<file path="config.mk">
export PLATFORM = sky130hd
export DESIGN_NAME = spi_master_param
export DESIGN_NICKNAME = d
export VERILOG_FILES = /design/src/rtl/spi_master_param.sv
export SDC_FILE = /design/constraint.sdc
export NUM_CORES = 1
export LEC_CHECK = 0
export ABC_AREA = 1
export ABC_CLOCK_PERIOD_IN_PS = 1400
export CAP_MARGIN = 10
export CORE_MARGIN = 2
export CORE_UTILIZATION = 49
export CTS_BUF_LIST = sky130_fd_sc_hd__clkbuf_16
export CTS_CLUSTER_SIZE = 25
export DETAILED_ROUTE_END_ITERATION = 6
export PLACE_DENSITY = 0.75
export SLEW_MARGIN = 20
export SYNTH_ARGS = -nofsm -noshare
export SYNTH_HDL_FRONTEND = slang
export SYNTH_SLANG_ARGS = --single-unit
</file>
<file path="constraint.sdc">
create_clock -name global_clk -period 1.4 [get_ports global_clk]
set_input_delay 0.28 -clock global_clk [delete_from_list [all_inputs] [get_ports global_clk]]
set_output_delay 0.28 -clock global_clk [all_outputs]
set_load 0.05 [all_outputs]
</file>
<file path="src/rtl/spi_master_param.sv">
`default_nettype none
// +--------------------------------------------------------------------------+
// | Module      : spi_master_param                                           |
// | Description : Parametrised full-duplex SPI master, all CPOL/CPHA modes,   |
// |               MSB/LSB-first order, multiple active-low slave selects.    |
// | Revision    : 1.0 - initial release                                      |
// +--------------------------------------------------------------------------+
module spi_master_param #(
  parameter int DATA_W  = 8,
  parameter int CLK_DIV = 4,
  parameter int NUM_SS  = 4,
  localparam int SS_W   = (NUM_SS > 1) ? $clog2(NUM_SS) : 1
) (
  input  logic              global_clk,
  input  logic              reset,
  input  logic              start,
  input  logic [SS_W-1:0]   ss_sel,
  input  logic [DATA_W-1:0] tx_data,
  input  logic              cpol,
  input  logic              cpha,
  input  logic              lsb_first,
  output logic [DATA_W-1:0] rx_data,
  output logic              busy,
  output logic              done,
  output logic              sclk,
  output logic              mosi,
  input  logic              miso,
  output logic [NUM_SS-1:0] ss_n
);

  localparam int c_div_w = (CLK_DIV > 1) ? $clog2(CLK_DIV) : 1;
  localparam int c_bit_w = $clog2(DATA_W);
  localparam logic [c_div_w-1:0] c_div_last = c_div_w'(CLK_DIV - 1);
  localparam logic [c_bit_w-1:0] c_bit_last = c_bit_w'(DATA_W - 1);

  typedef enum logic [2:0] {
    S_IDLE  = 3'd0,
    S_SETUP = 3'd1,
    S_XFER  = 3'd2,
    S_HOLD  = 3'd3,
    S_DONE  = 3'd4
  } state_t;

  state_t              r_state;
  state_t              w_next_state;
  logic [c_div_w-1:0]  r_div;
  logic [c_bit_w-1:0]  r_bit;
  logic                r_phase;
  logic                r_sclk;
  logic                r_mosi;
  logic [NUM_SS-1:0]   r_ss_n;
  logic                r_busy;
  logic                r_done;
  logic [DATA_W-1:0]   r_rx_data;
  logic [DATA_W-1:0]   r_tx;
  logic [DATA_W-1:0]   r_rx;
  logic                r_cpol;
  logic                r_cpha;
  logic                r_lsb;

  logic                w_sel_ok;
  logic                w_accept;
  logic                w_div_end;
  logic [NUM_SS-1:0]   w_sel_mask;
  logic                w_first_bit;
  logic [DATA_W-1:0]   w_tx_first;
  logic                w_tx_bit;
  logic [DATA_W-1:0]   w_tx_shifted;
  logic [DATA_W-1:0]   w_rx_shifted;

  assign w_sel_ok   = (32'(ss_sel) < NUM_SS);
  // The done cycle still counts as busy, so a start there is refused too.
  assign w_accept   = (r_state == S_IDLE) && start && w_sel_ok && !r_done;
  assign w_div_end  = (r_div == c_div_last);
  assign w_sel_mask = NUM_SS'(1) << ss_sel;

  assign w_first_bit  = lsb_first ? tx_data[0] : tx_data[DATA_W-1];
  assign w_tx_first   = lsb_first ? (tx_data >> 1) : (tx_data << 1);
  assign w_tx_bit     = r_lsb ? r_tx[0] : r_tx[DATA_W-1];
  assign w_tx_shifted = r_lsb ? (r_tx >> 1) : (r_tx << 1);
  assign w_rx_shifted = r_lsb ? {miso, r_rx[DATA_W-1:1]} : {r_rx[DATA_W-2:0], miso};

  always_ff @(posedge global_clk) begin
    if (!reset) r_state <= S_IDLE;
    else        r_state <= w_next_state;
  end

  always_comb begin
    w_next_state = r_state;
    case (r_state)
      S_IDLE:  if (w_accept) w_next_state = S_SETUP;
      S_SETUP: if (w_div_end) w_next_state = S_XFER;
      S_XFER:  if (w_div_end && r_phase && (r_bit == c_bit_last)) w_next_state = S_HOLD;
      S_HOLD:  if (w_div_end) w_next_state = S_DONE;
      S_DONE:  w_next_state = S_IDLE;
      default: w_next_state = S_IDLE;
    endcase
  end

  always_ff @(posedge global_clk) begin
    if (!reset) begin
      r_div     <= '0;
      r_bit     <= '0;
      r_phase   <= 1'b0;
      r_sclk    <= 1'b0;
      r_mosi    <= 1'b0;
      r_ss_n    <= '1;
      r_busy    <= 1'b0;
      r_done    <= 1'b0;
      r_rx_data <= '0;
      r_tx      <= '0;
      r_rx      <= '0;
      r_cpol    <= 1'b0;
      r_cpha    <= 1'b0;
      r_lsb     <= 1'b0;
    end else begin
      r_done <= (r_state == S_DONE);
      if (r_state == S_DONE) r_rx_data <= r_rx;
      if (w_accept)    r_busy <= 1'b1;
      else if (r_done) r_busy <= 1'b0;
      r_div <= ((r_state == S_IDLE) || w_div_end) ? '0 : r_div + c_div_w'(1);

      case (r_state)
        S_IDLE: begin
          r_sclk <= r_cpol;
          if (w_accept) begin
            r_cpol  <= cpol;
            r_cpha  <= cpha;
            r_lsb   <= lsb_first;
            r_sclk  <= cpol;
            r_ss_n  <= ~w_sel_mask;
            r_bit   <= '0;
            r_phase <= 1'b0;
            r_rx    <= '0;
            // CPHA=0 puts the first bit on the wire before the first edge.
            if (!cpha) begin
              r_mosi <= w_first_bit;
              r_tx   <= w_tx_first;
            end else begin
              r_tx   <= tx_data;
            end
          end
        end
        S_XFER: begin
          if (w_div_end) begin
            r_sclk  <= ~r_sclk;
            r_phase <= ~r_phase;
            if (r_phase && (r_bit != c_bit_last)) r_bit <= r_bit + c_bit_w'(1);
            if (r_phase == r_cpha) begin
              r_rx <= w_rx_shifted;
            end else if (r_cpha || (r_bit != c_bit_last)) begin
              r_mosi <= w_tx_bit;
              r_tx   <= w_tx_shifted;
            end
          end
        end
        S_HOLD: begin
          if (w_div_end) begin
            r_ss_n <= '1;
            r_mosi <= 1'b0;
          end
        end
        default: ;
      endcase
    end
  end

  assign rx_data = r_rx_data;
  assign busy    = r_busy;
  assign done    = r_done;
  assign sclk    = r_sclk;
  assign mosi    = r_mosi;
  assign ss_n    = r_ss_n;

endmodule
`default_nettype wire

</file>
After elaboration in Yosys (flattened, before gate mapping)
Index checks and enable logic that the tools add are counted.
W data, S select, Z words.
{"block": "word_totals", "register_bits": 44, "word_cells": 105}
{"block": "classes", "reduce_logical": 23, "bitwise": 4, "add_sub_neg": 2, "shift": 1, "n_eq_ne": 18, "mux": 42}
{"op": "$mux W8", "count": 11}
{"op": "$pmux W8 S2", "count": 2}
{"op": "$mux W3", "count": 7}
{"op": "$ne A2 B2 Y1 const B", "count": 10}
{"op": "$mux W1", "count": 14}
{"op": "$pmux W3 S4", "count": 1}
{"op": "$reduce_and A4 Y1", "count": 3}
{"op": "$mux W4", "count": 2}
{"op": "$pmux W4 S2", "count": 1}
{"op": "$reduce_and A7 Y1", "count": 1}
{"op": "$eq A3 B2 Y1 const B", "count": 2}
{"op": "$eq A3 B3 Y1 const B", "count": 2}
{"op": "$pmux W3 S2", "count": 1}
{"op": "$reduce_and A3 Y1", "count": 2}
{"op": "$reduce_bool A2 Y1", "count": 3}
{"op": "$logic_and A1 B1 Y1", "count": 5}
{"op": "$reduce_and A5 Y1", "count": 1}
{"op": "$not A4 Y4", "count": 1}
{"op": "$pmux W1 S2", "count": 2}
{"op": "$reduce_and A2 Y1", "count": 2}
{"op": "$shl A1 B2 Y4 const A", "count": 1}
{"op": "$add A3 B1 Y3 const B", "count": 1}
{"op": "$eq A3 B1 Y1 const B", "count": 1}
{"op": "$logic_not A3 Y1", "count": 1}
{"op": "other kinds (10)", "count": 13}

Longest topological paths before layout
{"block": "logic_depth", "ltp_word": 6, "ltp_mapped": 10, "mapped_depth_nobuf": 10}

Least setup slack after synthesis
OpenSTA, ideal clock, no wires.
{"block": "synth_path", "kind": "reg2reg", "start": "register r_done (netlist: done)", "end": "register r_mosi (netlist: mosi)", "arrival_ns": 1.444, "n_path_buf": 1, "synth_period_minus_slack_ns": 1.561, "path_slack_ns": -0.161, "stages_incl_launch_ff": 7, "required_time_ns": 1.283, "path_cell_list": "dfxtp_1 > inv_1 > a21oi_2 > nor2_2 > buf_4 > a21oi_1 > nor2_1"}
{"block": "synth_between", "elab_chain_len": 4}
{"element": "from (decl)", "line": "53", "source": "logic r_done;"}
{"element": "from (signal assigned)", "line": "117", "source": "r_done <= (r_state == S_DONE);"}
{"element": "$logic_not A1 Y1", "line": "73", "source": "assign w_accept = (r_state == S_IDLE) && start && w_sel_ok && !r_done;"}
{"element": "$logic_and A1 B1 Y1", "line": "73"}
{"element": "$ne A2 B2 Y1 (no source line)"}
{"element": "$reduce_and A7 Y1 (no source line)"}
{"element": "to (signal assigned)", "line": "137", "source": "r_mosi <= w_first_bit;"}
{"element": "to (signal assigned)", "line": "152", "source": "r_mosi <= w_tx_bit;"}
{"element": "to (decl)", "line": "50", "source": "logic r_mosi;"}
Every way passes these cells.
A chain may end at the register's enable or synchronous reset.

Worst setup path after layout
{"block": "layout_path", "start": "register r_bit[1]", "end": "register r_tx[6]"}
{"block": "layout_between", "elab_chain_len": 4}
{"element": "from (decl)", "line": "47", "source": "logic [c_bit_w-1:0] r_bit;"}
{"element": "from (signal assigned)", "line": "148", "source": "if (r_phase && (r_bit != c_bit_last)) r_bit <= r_bit + c_bit_w'(1);"}
{"element": "$ne A3 B3 Y1", "line": "151", "source": "end else if (r_cpha || (r_bit != c_bit_last)) begin"}
{"element": "$logic_or A1 B1 Y1", "line": "151"}
{"element": "$ne A2 B2 Y1 (no source line)"}
{"element": "$reduce_and A5 Y1 (no source line)"}
{"element": "to (signal assigned)", "line": "138", "source": "r_tx <= w_tx_first;"}
{"element": "to (signal assigned)", "line": "140", "source": "r_tx <= tx_data;"}
{"element": "to (signal assigned)", "line": "153", "source": "r_tx <= w_tx_shifted;"}
{"element": "to (decl)", "line": "55", "source": "logic [DATA_W-1:0] r_tx;"}
Every way passes these cells.

==> run metrics <==
# DRC 0; Comb pwr share 0.578; hold slack final 0.432 ns; worst slew pin tran 0.527 ns; Distinct cells, synth 30; Port Buffers 32; area of the die 5640 µm²; Seq/Total Area, Yosys 0.356; flops & latches, synth 44; Leakage 1.78 nW; class of the worst hold path reg2reg; Mapped Area 2480 µm²; Die Wd 75.1 µm; nets 489; Tmin final 1.45 ns; failing checks negative setup slack; pwr/cell area 2330 nW/µm²; Skew-Pair Late Insertion Delay 0.29 ns; Syn Inst Count 404; Setup CP Type reg2reg; wire length of the first global-routing pass 11300 µm; Syn. warnings 0; CP Launch Type register; Worst-path clk slew 0.06 ns; IO Pins 33; TritonRoute pass-1 iters 5; setup violators final 12; Initial Util 0.517; Final Max Slew Viols 0; clock sinks 44; CP max FO 6; row cnt 25; slew margin rel. 0.649; NetSw 3.79 mW; P_int 4.99 mW; layout cells sized above 1 0.245; final worst-path cycle share 1.04; Global Route Usage Sum 0.258; Vias 2852; Synth Area per Inst 6.13 µm²; DP HPWL 4530 µm; worst clock skew 0.00942 ns; syn nets 424; vias in the first global route 2616; fill count 325; # hold bufs at CTS 0; RSZ-0062 raised after global routing yes; H-Tree Depth 2; Final Instance Count excl. Fillers 537; r2r worst-path depth 9; sequential power share 0.229; Initial DRC Count 242; Die H 75.1 µm; CTS root buf clkbuf_16; Fmax 690 MHz; grt ovf 0; pin count of the biggest net entering global routing 21; CTS tree yes; WHS Path Cells 1; cts bufs inserted 5; Total Wirelength 7560 µm; endpoints failing hold 0; clock share of power 0.194; max-cap violation count 0; Avg WL per Cell 14.1 µm; outcome finished with violations; Area growth, synth to finish 52.3%; via/cell ratio 5.31; Final Util 0.788; Inst Count DP 519; Crit path required time 1.55 ns; VDD IR max 1640 µV; Sw Share 0.431; core footprint 4790 µm²; final worst slack -0.0499 ns; CP Data Arrival Time 1.60 ns; Max Root-Sink Buffers 2; DRT antenna net count 0; Diodes inserted 0; endpoint class of the critical path register; initial antenna violation count 0; Placer Congestion 0.954
-- metal layers --
layer	track usage	routed length, µm	part of all wire	vias up
li1	-	-	-	1400
met3	0.0442	448	0.059	19
met5	0	0	0	-
met4	0.101	153	0.020	0
met1	0.324	3140	0.42	1325
met2	0.441	3820	0.50	108
-- what timing repair did --
item | 4_1_cts | 5_1_grt
buffers inserted | 1 | 8
gates resized for setup | 14 | 47
pin swaps | 3 | 15
endpoints found under the hold margin | 0 | 0
gates cloned | 0 | 1
endpoints found under the setup margin | 24 | 28
-- registers in the layout (all words and copies together), names as in the netlist, 2 cells and up --
register,flops
ss_n,4
r_tx,8
r_state,3
r_div,2
rx_data,8
r_bit,3
r_rx,8
-- synth_stat cells --
cell / n / area [µm²]
a21boi_0: 6 / 45.0
a21oi_1: 17 / 85.1
a21oi_2: 1 / 8.76
buf_1: 1 / 3.75
buf_2: 2 / 10.0
buf_4: 2 / 15.0
buf_6: 1 / 11.3
clkbuf_1: 10 / 37.5
dfxtp_1: 44 / 881
ha_1: 3 / 37.5
inv_1: 49 / 184
inv_2: 1 / 3.75
nand2_1: 142 / 533
nand2_2: 2 / 12.5
nand3_1: 42 / 210
nand3_2: 2 / 20.0
nand3b_1: 1 / 7.51
nand4_1: 1 / 6.26
nor2_1: 39 / 146
nor2_2: 2 / 12.5
nor2_4: 1 / 11.3
nor3_1: 1 / 5.00
nor3_2: 1 / 10.0
nor4_1: 1 / 6.26
o211ai_1: 2 / 15.0
o21ai_0: 26 / 130
o21ai_1: 1 / 5.00
o21ai_2: 1 / 8.76
o31ai_1: 1 / 7.51
or2_2: 1 / 6.26
-- path summary, 6_finish.rpt --
path         startpoint       end  slack, ns
max            r_bit[1]   r_tx[6]      -0.05
min            r_div[0]  r_div[0]       0.43
max reg2reg    r_bit[1]   r_tx[6]      -0.05
min reg2reg    r_div[0]  r_div[0]       0.43
-- cells in the final DEF, fill, tap and decap left out, types with 2 or more instances in the layout --
master             n
a21boi_0           5
a21oi_1           14
a21oi_2            2
a21oi_4            2
buf_12            20
buf_4             32
buf_6              5
bufinv_16          3
clkbuf_16          5
clkdlybuf4s50_1   15
dfxtp_1           38
dfxtp_2            5
ha_4               2
inv_1             45
inv_2              4
nand2_1          133
nand2_2           10
nand3_1           36
nand3_2            4
nand3_4            5
nor2_1            35
nor2_4             6
o211ai_1           2
o21ai_0           26
o21ai_2            2
-- power by group through the flow --
stage | Combinational (mW) | Clock (mW) | Sequential [mW]
after detailed placement | 4.05 | 0 | 1.96
after global placement | 3.95 | 0 | 1.96
after floorplan | 2.33 | 0 | 2.22
after CTS | 4.23 | 1.70 | 1.96
after global routing | 5.57 | 1.76 | 2.04
final | 5.07 | 1.70 | 2.01
-- stage by stage --
step	power (mW)	setup slack, ns	instance area, µm²	setup TNS, ns
finish	8.78	-0.0499	3770	-0.213
global route	9.36	-0.123	3770	-1.79
CTS	7.89	-0.0192	3510	-0.0630
detailed placement	6.01	-0.332	3240	-6.58
global placement	5.91	-0.264	3240	-5.52
floorplan	4.55	0.00319	2490	0
-- area by class of cell --
| class | instances | area [µm²] | share of cell area |
|---|---|---|---|
| multi-input cells | 295 | 1530 | 0.406 |
| flip-flops and latches | 44 | 891 | 0.236 |
| repair buffers | 73 | 860 | 0.228 |
| inverters | 50 | 190 | 0.0504 |
| clock buffers | 5 | 125 | 0.0332 |
| clock inverters | 3 | 90.1 | 0.0239 |
| well taps | 67 | 83.8 | 0.0222 |
-- cell families (layout without fill, tap and decap cells) --
kind of cell / after synthesis / after routing / synth area share
AND/OR/NAND/NOR: 236 / 237 / 0.399
AO/OA/AOI/OAI: 55 / 55 / 0.123
buffers and inverters: 66 / 131 / 0.107
adder cells (fa/ha/maj): 3 / 3 / 0.0152
flip-flops: 44 / 44 / 0.356
-- critical path: stages, from the launching register on --
cell and delay (ns):
dfxtp_2 0.34, ha_4 0.17, ha_4 0.16, inv_4 0.07, nand3_4 0.09, nand3_4 0.14, buf_12 0.13, nand3_2 0.07
nand2_1 0.09, nor2_1 0.05
Note: power is estimated with default switching activity, not from simulation.
